## src/rtl/rv_ctrl_pkg.sv

```systemverilog
// Shared types and encodings for the multicycle RV32I control FSM.
package rv_ctrl_pkg;

    typedef enum logic [2:0] {
        StIdle   = 3'd0,
        StFetch  = 3'd1,
        StDecode = 3'd2,
        StExec   = 3'd3,
        StMem    = 3'd4,
        StWb     = 3'd5,
        StHalt   = 3'd6
    } state_t;

    typedef enum logic [3:0] {
        ClsRtype,
        ClsIalu,
        ClsLoad,
        ClsStore,
        ClsBranch,
        ClsJal,
        ClsJalr,
        ClsLui,
        ClsAuipc,
        ClsSystem,
        ClsIllegal
    } opclass_t;

    localparam logic [6:0] OP_RTYPE  = 7'b0110011;
    localparam logic [6:0] OP_IALU   = 7'b0010011;
    localparam logic [6:0] OP_LOAD   = 7'b0000011;
    localparam logic [6:0] OP_STORE  = 7'b0100011;
    localparam logic [6:0] OP_BRANCH = 7'b1100011;
    localparam logic [6:0] OP_JAL    = 7'b1101111;
    localparam logic [6:0] OP_JALR   = 7'b1100111;
    localparam logic [6:0] OP_LUI    = 7'b0110111;
    localparam logic [6:0] OP_AUIPC  = 7'b0010111;
    localparam logic [6:0] OP_SYSTEM = 7'b1110011;

    localparam logic [1:0] PC_PLUS4  = 2'd0;
    localparam logic [1:0] PC_TARGET = 2'd1;
    localparam logic [1:0] PC_HOLD   = 2'd2;

    localparam logic [1:0] WB_ALU = 2'd0;
    localparam logic [1:0] WB_MEM = 2'd1;
    localparam logic [1:0] WB_PC4 = 2'd2;

    localparam logic [1:0] ALUB_RS2  = 2'd0;
    localparam logic [1:0] ALUB_IMM  = 2'd1;
    localparam logic [1:0] ALUB_FOUR = 2'd2;

    localparam logic [1:0] ALU_ADD   = 2'd0;
    localparam logic [1:0] ALU_CMP   = 2'd1;
    localparam logic [1:0] ALU_FUNCT = 2'd2;

endpackage

```

## src/rtl/rv_opcode_class.sv

```systemverilog
// Combinational opcode classifier: maps the 7-bit major opcode to an
// instruction class and flags anything outside the supported set.
module rv_opcode_class
    import rv_ctrl_pkg::*;
(
    input  logic [6:0] opcode,
    output opclass_t   opclass,
    output logic       illegal
);

    always_comb begin
        opclass = ClsIllegal;
        case (opcode)
            OP_RTYPE:  opclass = ClsRtype;
            OP_IALU:   opclass = ClsIalu;
            OP_LOAD:   opclass = ClsLoad;
            OP_STORE:  opclass = ClsStore;
            OP_BRANCH: opclass = ClsBranch;
            OP_JAL:    opclass = ClsJal;
            OP_JALR:   opclass = ClsJalr;
            OP_LUI:    opclass = ClsLui;
            OP_AUIPC:  opclass = ClsAuipc;
            OP_SYSTEM: opclass = ClsSystem;
            default:   opclass = ClsIllegal;
        endcase
    end

    assign illegal = (opclass == ClsIllegal);

endmodule

```

## src/rtl/multicycle_ctrl.sv

```systemverilog
// Multicycle RV32I control FSM: sequences fetch/decode/execute/memory/writeback,
// handshakes with the memory port under a watchdog, and counts retired instructions.
module multicycle_ctrl
    import rv_ctrl_pkg::*;
#(
    parameter int unsigned CNT_W   = 32,
    parameter int unsigned TIMEOUT = 255
) (
    input  logic             clk,
    input  logic             rst,
    input  logic [6:0]       opcode,
    input  logic             branch_taken,
    input  logic             mem_ready,
    output logic             mem_req,
    output logic             mem_we,
    output logic             addr_sel,
    output logic             ir_write,
    output logic             pc_write,
    output logic [1:0]       pc_src,
    output logic             reg_write,
    output logic [1:0]       wb_sel,
    output logic             alu_a_sel,
    output logic [1:0]       alu_b_sel,
    output logic [1:0]       alu_op,
    output logic             halted,
    output logic             fault,
    output logic [CNT_W-1:0] instret,
    output logic [2:0]       state_o
);

    localparam int unsigned WD_W = (TIMEOUT > 1) ? $clog2(TIMEOUT + 1) : 1;

    state_t           state_q, state_d;
    opclass_t         cls_q, cls_d, dec_cls;
    logic             dec_illegal;
    logic             fault_q, fault_d;
    logic [CNT_W-1:0] instret_q, instret_d;
    logic [WD_W-1:0]  wd_q, wd_d;
    logic             mem_wait, wd_expire, retire;

    rv_opcode_class u_opcode_class (
        .opcode  (opcode),
        .opclass (dec_cls),
        .illegal (dec_illegal)
    );

    // Only FETCH and MEM hold a request, so waiting is decoded from state directly.
    assign mem_wait  = ((state_q == StFetch) || (state_q == StMem)) && !mem_ready;
    assign wd_expire = (TIMEOUT != 0) && mem_wait && ((32'(wd_q) + 32'd1) == TIMEOUT);

    always_comb begin
        state_d = state_q;
        cls_d   = cls_q;
        fault_d = fault_q;
        unique case (state_q)
            StIdle:  state_d = StFetch;
            StFetch: if (mem_ready) state_d = StDecode;
            StDecode: begin
                if (dec_cls == ClsSystem) begin
                    state_d = StHalt;
                end else if (dec_illegal) begin
                    state_d = StHalt;
                    fault_d = 1'b1;
                end else begin
                    state_d = StExec;
                    cls_d   = dec_cls;
                end
            end
            StExec: begin
                case (cls_q)
                    ClsLoad, ClsStore: state_d = StMem;
                    ClsBranch:         state_d = StFetch;
                    default:           state_d = StWb;
                endcase
            end
            StMem:   if (mem_ready) state_d = (cls_q == ClsStore) ? StFetch : StWb;
            StWb:    state_d = StFetch;
            default: state_d = state_q;
        endcase
        if (wd_expire) begin
            state_d = StHalt;
            fault_d = 1'b1;
        end
    end

    assign retire = (state_d == StFetch) &&
                    ((state_q == StExec) || (state_q == StMem) || (state_q == StWb));

    always_comb begin
        instret_d = retire ? instret_q + CNT_W'(1) : instret_q;
        wd_d      = (state_d != state_q || !mem_wait) ? '0 : wd_q + WD_W'(1);
    end

    always_ff @(posedge clk or posedge rst) begin
        if (rst) begin
            state_q   <= StIdle;
            cls_q     <= ClsRtype;
            fault_q   <= 1'b0;
            instret_q <= '0;
            wd_q      <= '0;
        end else begin
            state_q   <= state_d;
            cls_q     <= cls_d;
            fault_q   <= fault_d;
            instret_q <= instret_d;
            wd_q      <= wd_d;
        end
    end

    always_comb begin
        mem_req   = 1'b0;
        mem_we    = 1'b0;
        addr_sel  = 1'b0;
        ir_write  = 1'b0;
        pc_write  = 1'b0;
        pc_src    = PC_HOLD;
        reg_write = 1'b0;
        wb_sel    = WB_ALU;
        alu_a_sel = 1'b0;
        alu_b_sel = ALUB_RS2;
        alu_op    = ALU_ADD;
        halted    = 1'b0;
        unique case (state_q)
            StFetch: begin
                mem_req = 1'b1;
                if (mem_ready) begin
                    ir_write = 1'b1;
                    pc_write = 1'b1;
                    pc_src   = PC_PLUS4;
                end
            end
            StDecode: begin
                // Branch target is precomputed here as PC + imm.
                alu_a_sel = 1'b1;
                alu_b_sel = ALUB_IMM;
            end
            StExec: begin
                case (cls_q)
                    ClsRtype: alu_op = ALU_FUNCT;
                    ClsIalu: begin
                        alu_b_sel = ALUB_IMM;
                        alu_op    = ALU_FUNCT;
                    end
                    ClsBranch: begin
                        alu_op   = ALU_CMP;
                        pc_src   = PC_TARGET;
                        pc_write = branch_taken;
                    end
                    ClsAuipc, ClsJal: begin
                        alu_a_sel = 1'b1;
                        alu_b_sel = ALUB_IMM;
                    end
                    default: alu_b_sel = ALUB_IMM;
                endcase
            end
            StMem: begin
                mem_req  = 1'b1;
                addr_sel = 1'b1;
                mem_we   = (cls_q == ClsStore);
            end
            StWb: begin
                reg_write = 1'b1;
                if (cls_q == ClsLoad) begin
                    wb_sel = WB_MEM;
                end else if ((cls_q == ClsJal) || (cls_q == ClsJalr)) begin
                    wb_sel   = WB_PC4;
                    pc_write = 1'b1;
                    pc_src   = PC_TARGET;
                end
            end
            StHalt:  halted = 1'b1;
            default: ;
        endcase
    end

    assign fault   = fault_q;
    assign instret = instret_q;
    assign state_o = state_q;

endmodule

```

## config.mk

```make
export PLATFORM = sky130hd
export DESIGN_NAME = multicycle_ctrl
export DESIGN_NICKNAME = d
export VERILOG_FILES = /design/src/rtl/rv_ctrl_pkg.sv /design/src/rtl/rv_opcode_class.sv /design/src/rtl/multicycle_ctrl.sv
export SDC_FILE = /design/constraint.sdc
export NUM_CORES = 1
export LEC_CHECK = 0
export CAP_MARGIN = 10
export CORE_ASPECT_RATIO = 1.5
export CORE_MARGIN = 4
export CORE_UTILIZATION = 44
export CTS_BUF_LIST = sky130_fd_sc_hd__clkbuf_2 sky130_fd_sc_hd__clkbuf_4 sky130_fd_sc_hd__clkbuf_8
export DETAILED_ROUTE_END_ITERATION = 10
export PLACE_DENSITY_LB_ADDON = 0.1
export SLEW_MARGIN = 20
export SYNTH_ARGS = -nofsm -noshare
export SYNTH_HDL_FRONTEND = slang
export SYNTH_SLANG_ARGS = --single-unit
```

## constraint.sdc

```tcl
create_clock -name clk -period 2.8 [get_ports clk]
set_input_delay 0.56 -clock clk [delete_from_list [all_inputs] [get_ports clk]]
set_output_delay 0.56 -clock clk [all_outputs]
set_load 0.05 [all_outputs]
```

# After elaboration in Yosys (flattened, before gate mapping)

Index checks and enable logic that the tools add are counted.

Add/sub/neg operators: 3
Equality and inequality tests: 29
Mux-type cells: 39
Bitwise logic cells: 2
Reductions and logical operators: 22

Operator list:

| cell                                                            | number |
|---|---|
| 4-bit case mux with 10 select lines                             | 1 |
| 32-bit by 1-bit adder with 32-bit output, second input constant | 1 |
| 7-bit == test, second input constant                            | 4 |
| 7-bit by 6-bit == test with 1-bit output, second input constant | 3 |
| 3-bit 2-to-1 mux                                                | 6 |
| 1-bit 2-to-1 mux                                                | 16 |
| 2-bit 2-to-1 mux                                                | 8 |
| 3-bit case mux with 5 select lines                              | 1 |
| 7-bit by 5-bit == test with 1-bit output, second input constant | 2 |
| 4-bit by 3-bit == test with 1-bit output, second input constant | 3 |
| 4-bit == test, second input constant                            | 3 |
| 2-bit OR reduction                                              | 6 |
| 8-bit by 1-bit adder with 9-bit output, second input constant   | 1 |
| 3-bit == test, second input constant                            | 3 |
| 9-bit by 8-bit == test with 1-bit output, second input constant | 1 |
| 8-bit by 1-bit adder with 8-bit output, second input constant   | 1 |
| 4-bit by 2-bit == test with 1-bit output, second input constant | 2 |
| 8-bit 2-to-1 mux                                                | 1 |
| 7-bit by 2-bit == test with 1-bit output, second input constant | 1 |
| 3-bit by 1-bit == test with 1-bit output, second input constant | 2 |
| 3-bit by 2-bit == test with 1-bit output, second input constant | 2 |
| 2-bit case mux with 3 select lines                              | 1 |
| 3-bit case mux with 2 select lines                              | 1 |
| 3-bit AND reduction                                             | 2 |
| other kinds (13)                                                | 23 |

Flip-flop bits (word level): 48
Input bits: 11
Output and inout bits: 52

# Logic depth before layout (Yosys ltp)

Word-level depth: 10
Mapped depth: 8
Depth with buffers taken out: 7

# Hierarchy

From an unflattened synthesis, not the netlist that was laid out.

Cell total of the unflattened synthesis: 295
Area total of the unflattened synthesis: 2890.3 um^2

By module, submodules not included:

| module          | times used | cells each | area an instance (um^2) | seq. area each (um^2) |
|---|---|---|---|---|
| multicycle_ctrl | 1          | 264        | 2692.6                  | 1201.2 |
| rv_opcode_class | 1          | 31         | 197.7                   | 0.0 |

# Worst setup path before layout

OpenSTA, ideal clock, no wires.

Path type: register to output
Start: register state_q[1], in the netlist state_o[1]
End: output port alu_op[1]
Arrival: 2608 ps
Data required time: 2240 ps
Path slack: -368 ps
Cell stages (with the launch flop): 4
Buffers on the path: 1
Path through: dfrtp_1 -> clkbuf_1 -> nand3b_1 -> nor4_1

Cells in the longest elaborated chain, start to end: 2

Ends and longest elaborated chain:

| what                                     | line                   | text |
|---|---|---|
| start: declaration                       | multicycle_ctrl.sv:33  | `state_t state_q, state_d;` |
| start signal: assignment                 | multicycle_ctrl.sv:96  | `state_q <= StIdle;` |
| start signal: assignment                 | multicycle_ctrl.sv:102 | `state_q <= state_d;` |
| 3-bit by 2-bit == test with 1-bit output | multicycle_ctrl.sv:123 | `unique case (state_q)` |
| 2-bit 2-to-1 mux                         | multicycle_ctrl.sv:123 |  |
| end: declaration                         | multicycle_ctrl.sv:24  | `output logic [1:0] alu_op,` |

Every way passes these cells.

# Worst setup path in the final report

Start: register state_q[0], in the netlist state_o[0]
End: output port reg_write

Cells in the longest elaborated chain, start to end: 2

Ends and longest elaborated chain:

| what             | line                   | text |
|---|---|---|
| 3-bit == test    | multicycle_ctrl.sv:123 |  |
| 1-bit 2-to-1 mux | multicycle_ctrl.sv:123 |  |
| end: declaration | multicycle_ctrl.sv:20  | `output logic reg_write,` |

Every way passes these cells.

==> results_dict.tcl <==
set metrics [dict create \
    clockBufferDepth 2 \
    endpoint_kind "output pin" \
    clock-sinks 48 \
    yosys-top-cells-area "dfrtp_1, xnor2_1, nor2_1" \
    fin_util_pct 58.9 \
    track_usage_pct 17.6 \
    ys_seq_elements 48 \
    die_h_um 106 \
    diodes 0 \
    p_leak_uw 0.00159 \
    finalSetupTns_ps 0 \
    power.density_nw_per_um2 695 \
    stdcell_count 429 \
    start_util_pct 45.6 \
    period_minus_slack_ps 2680 \
    wl_um 6490 \
    async_flop_share_pct 100 \
    p_sw_uw 1140 \
    yosysSeqAreaShare_pct 42.4 \
    post-route-period-util_pct 95.8 \
    fillers 565 \
    synth-warning-count 0 \
    num_rows 35 \
    syn_inst 292 \
    antenna_found_initial 0 \
    synth_area_leader_cell "dfrtp_1" \
    synth_area_sq_um 2840 \
    syn_avg_cell_area_sq_um 9.71 \
    cp.arrival_ps 2120 \
    overflow 0 \
    startpoint "state_o[0]" \
    synth_top_area_share_pct 42.4 \
    min-delay-start "instret[31]" \
    yosysUniqueCellTypes 56 \
    num-nets-final 369 \
    hold_viol 0 \
    multi_input_area_sq_um 1560 \
    regArea_sq_um 1200 \
    yosysMostFrequentCell "dfrtp_1" \
    worst_slew_pin_slew_ps 604 \
    drive_above_1_share_pct 13.2 \
    path_max_fanout 14 \
    max-slew-margin-rel_pct 59.7 \
    finalSetupViolCount 0 \
    rsz0062_at_grt "false" \
    grt_pass1_vias 2314 \
    cts_buffers 5 \
    whs_ps 472 \
    vdd_ir_drop_max_mv 0.756 \
    vias 2359 \
    p_seq_share_pct 36.1 \
    crit_type "register to output pin" \
    first_iter_violations 83 \
    holdCritPathClass "register to register" \
    max_clock_freq_mhz 373 \
    worstReg2RegStart "state_o[0]" \
    htree_levels 2 \
    path_clk_slew_ps 90 \
    outcome "finished, final reports clean" \
    synth-edff-count 0 \
    synth_ff_type "dfrtp_1" \
    grt_max_degree 49 \
    area_growth_pct 29.1 \
    cts_tree "built" \
    p_sw_share_pct 44.8 \
    cp.required_ps 2240 \
    ios 63 \
    dp_cells 422 \
    clkLatencyLatePin_ps 300 \
    holdBufCountCts 0 \
    dp_hpwl_um 4910 \
    vias_per_cell 5.50 \
    grt_pass1_wl_um 11000 \
    combPwrFrac_pct 47.0 \
    startpoint_type "register" \
    internal_power_uw 1400 \
    synthTopCellsByCount "dfrtp_1, nor2_1, xnor2_1" \
    root_buffer "clkbuf_8" \
    die_x_um 73.5 \
    ant_nets 0 \
    place.gp.congestion 0.826 \
    core_area_sq_um 6220 \
    clock_skew_ps 4.24 \
    drc 0 \
    wl_per_cell_um 15.1 \
    drv_cap 0 \
    clkPwrFrac_pct 16.9 \
    syn_nets 306 \
    die_area_sq_um 7820 \
    port_buffers 61 \
    timing.final.max_slew_violations 0 \
    first_pass_iters 4 \
]
## critical path: stages (launching register included)
cell and delay (ps):
dfrtp_1 640, nand3_1 190, inv_1 150, clkdlybuf4s50_1 840
## sequential cells by signal, summed over array words and instances (netlist names)
register  flops
instret      32
wd_q          8
cls_q         4
state_o       3
fault         1
## layout make-up
cell class / instances / area share [%]
clock buffers: 6 / 2.26
repair buffers: 67 / 18.5
well taps: 74 / 2.53
flip-flops and latches: 48 / 32.8
inverters: 9 / 0.923
multi-input cells: 224 / 42.7
clock inverters: 1 / 0.239
## stage by stage
stage	total power [uW]	area [sq um]	setup WS (ps)
after detailed placement	2130	3560	275
after floorplan	1730	2850	178
final	2540	3660	118
after global routing	2680	3660	5.99
after global placement	2130	3560	316
after CTS	2570	3650	42.7
## repair_timing
action	CTS	global route
gates resized for setup	0	3
endpoints found under the setup margin	0	3
setup buffers	0	0
## path summary, 6_finish.rpt
kind	slack, ps	to	cells after the start
min in group asynchronous	730	wd_q[7]	3
max reg2reg	720	state_o[0]	5
min reg2reg	470	instret[31]	1
max in group asynchronous	1660	instret[18]	3
min	470	instret[31]	1
max	120	reg_write	3
## placed cells by master (no fill, tap or decap), types with 6 or more instances in the layout
master	netlist	routed
dfrtp_1	48	48
nor2_1	28	27
nand2b_1	8	8
xor2_1	10	10
o21ai_0	9	9
buf_4	1	12
nand3_1	16	16
inv_1	9	8
a21oi_1	8	8
nand2_1	22	22
clkdlybuf4s50_1	0	49
clkbuf_8	0	6
nand4_1	15	15
and3_1	9	9
xnor2_1	28	28
## power groups by stage
stage / registers [uW] / clock network (uW) / logic (uW)
after floorplan: 1090 / 0 / 632
final: 917 / 430 / 1190
after global placement: 928 / 0 / 1200
after detailed placement: 930 / 0 / 1200
after global routing: 933 / 472 / 1280
after CTS: 915 / 449 / 1210
## cells by family after synthesis
group                      count (synthesis)  synth area share (%)
AOI/OAI and AO/OA                         40                  9.93
xor gates and xnor gates                  38                  11.7
adders and majority gates                  3                  1.32
buffers and inverters                     20                  2.91
DFF                                       48                  42.4
muxes                                      3                  1.15
other                                      1                 0.132
and+or+nand+nor                          139                  30.4
## routing by layer
metal	part of all wire [%]	GRT usage, %	routed length [um]	vias to the layer above
met5	0	0	0	-
met4	1.2	4.66	79	0
met3	3.7	2.84	237	6
met2	53	31.1	3440	53
met1	42	21.5	2740	1136
li1	-	-	-	1164
(Power assumes the default switching activity.)
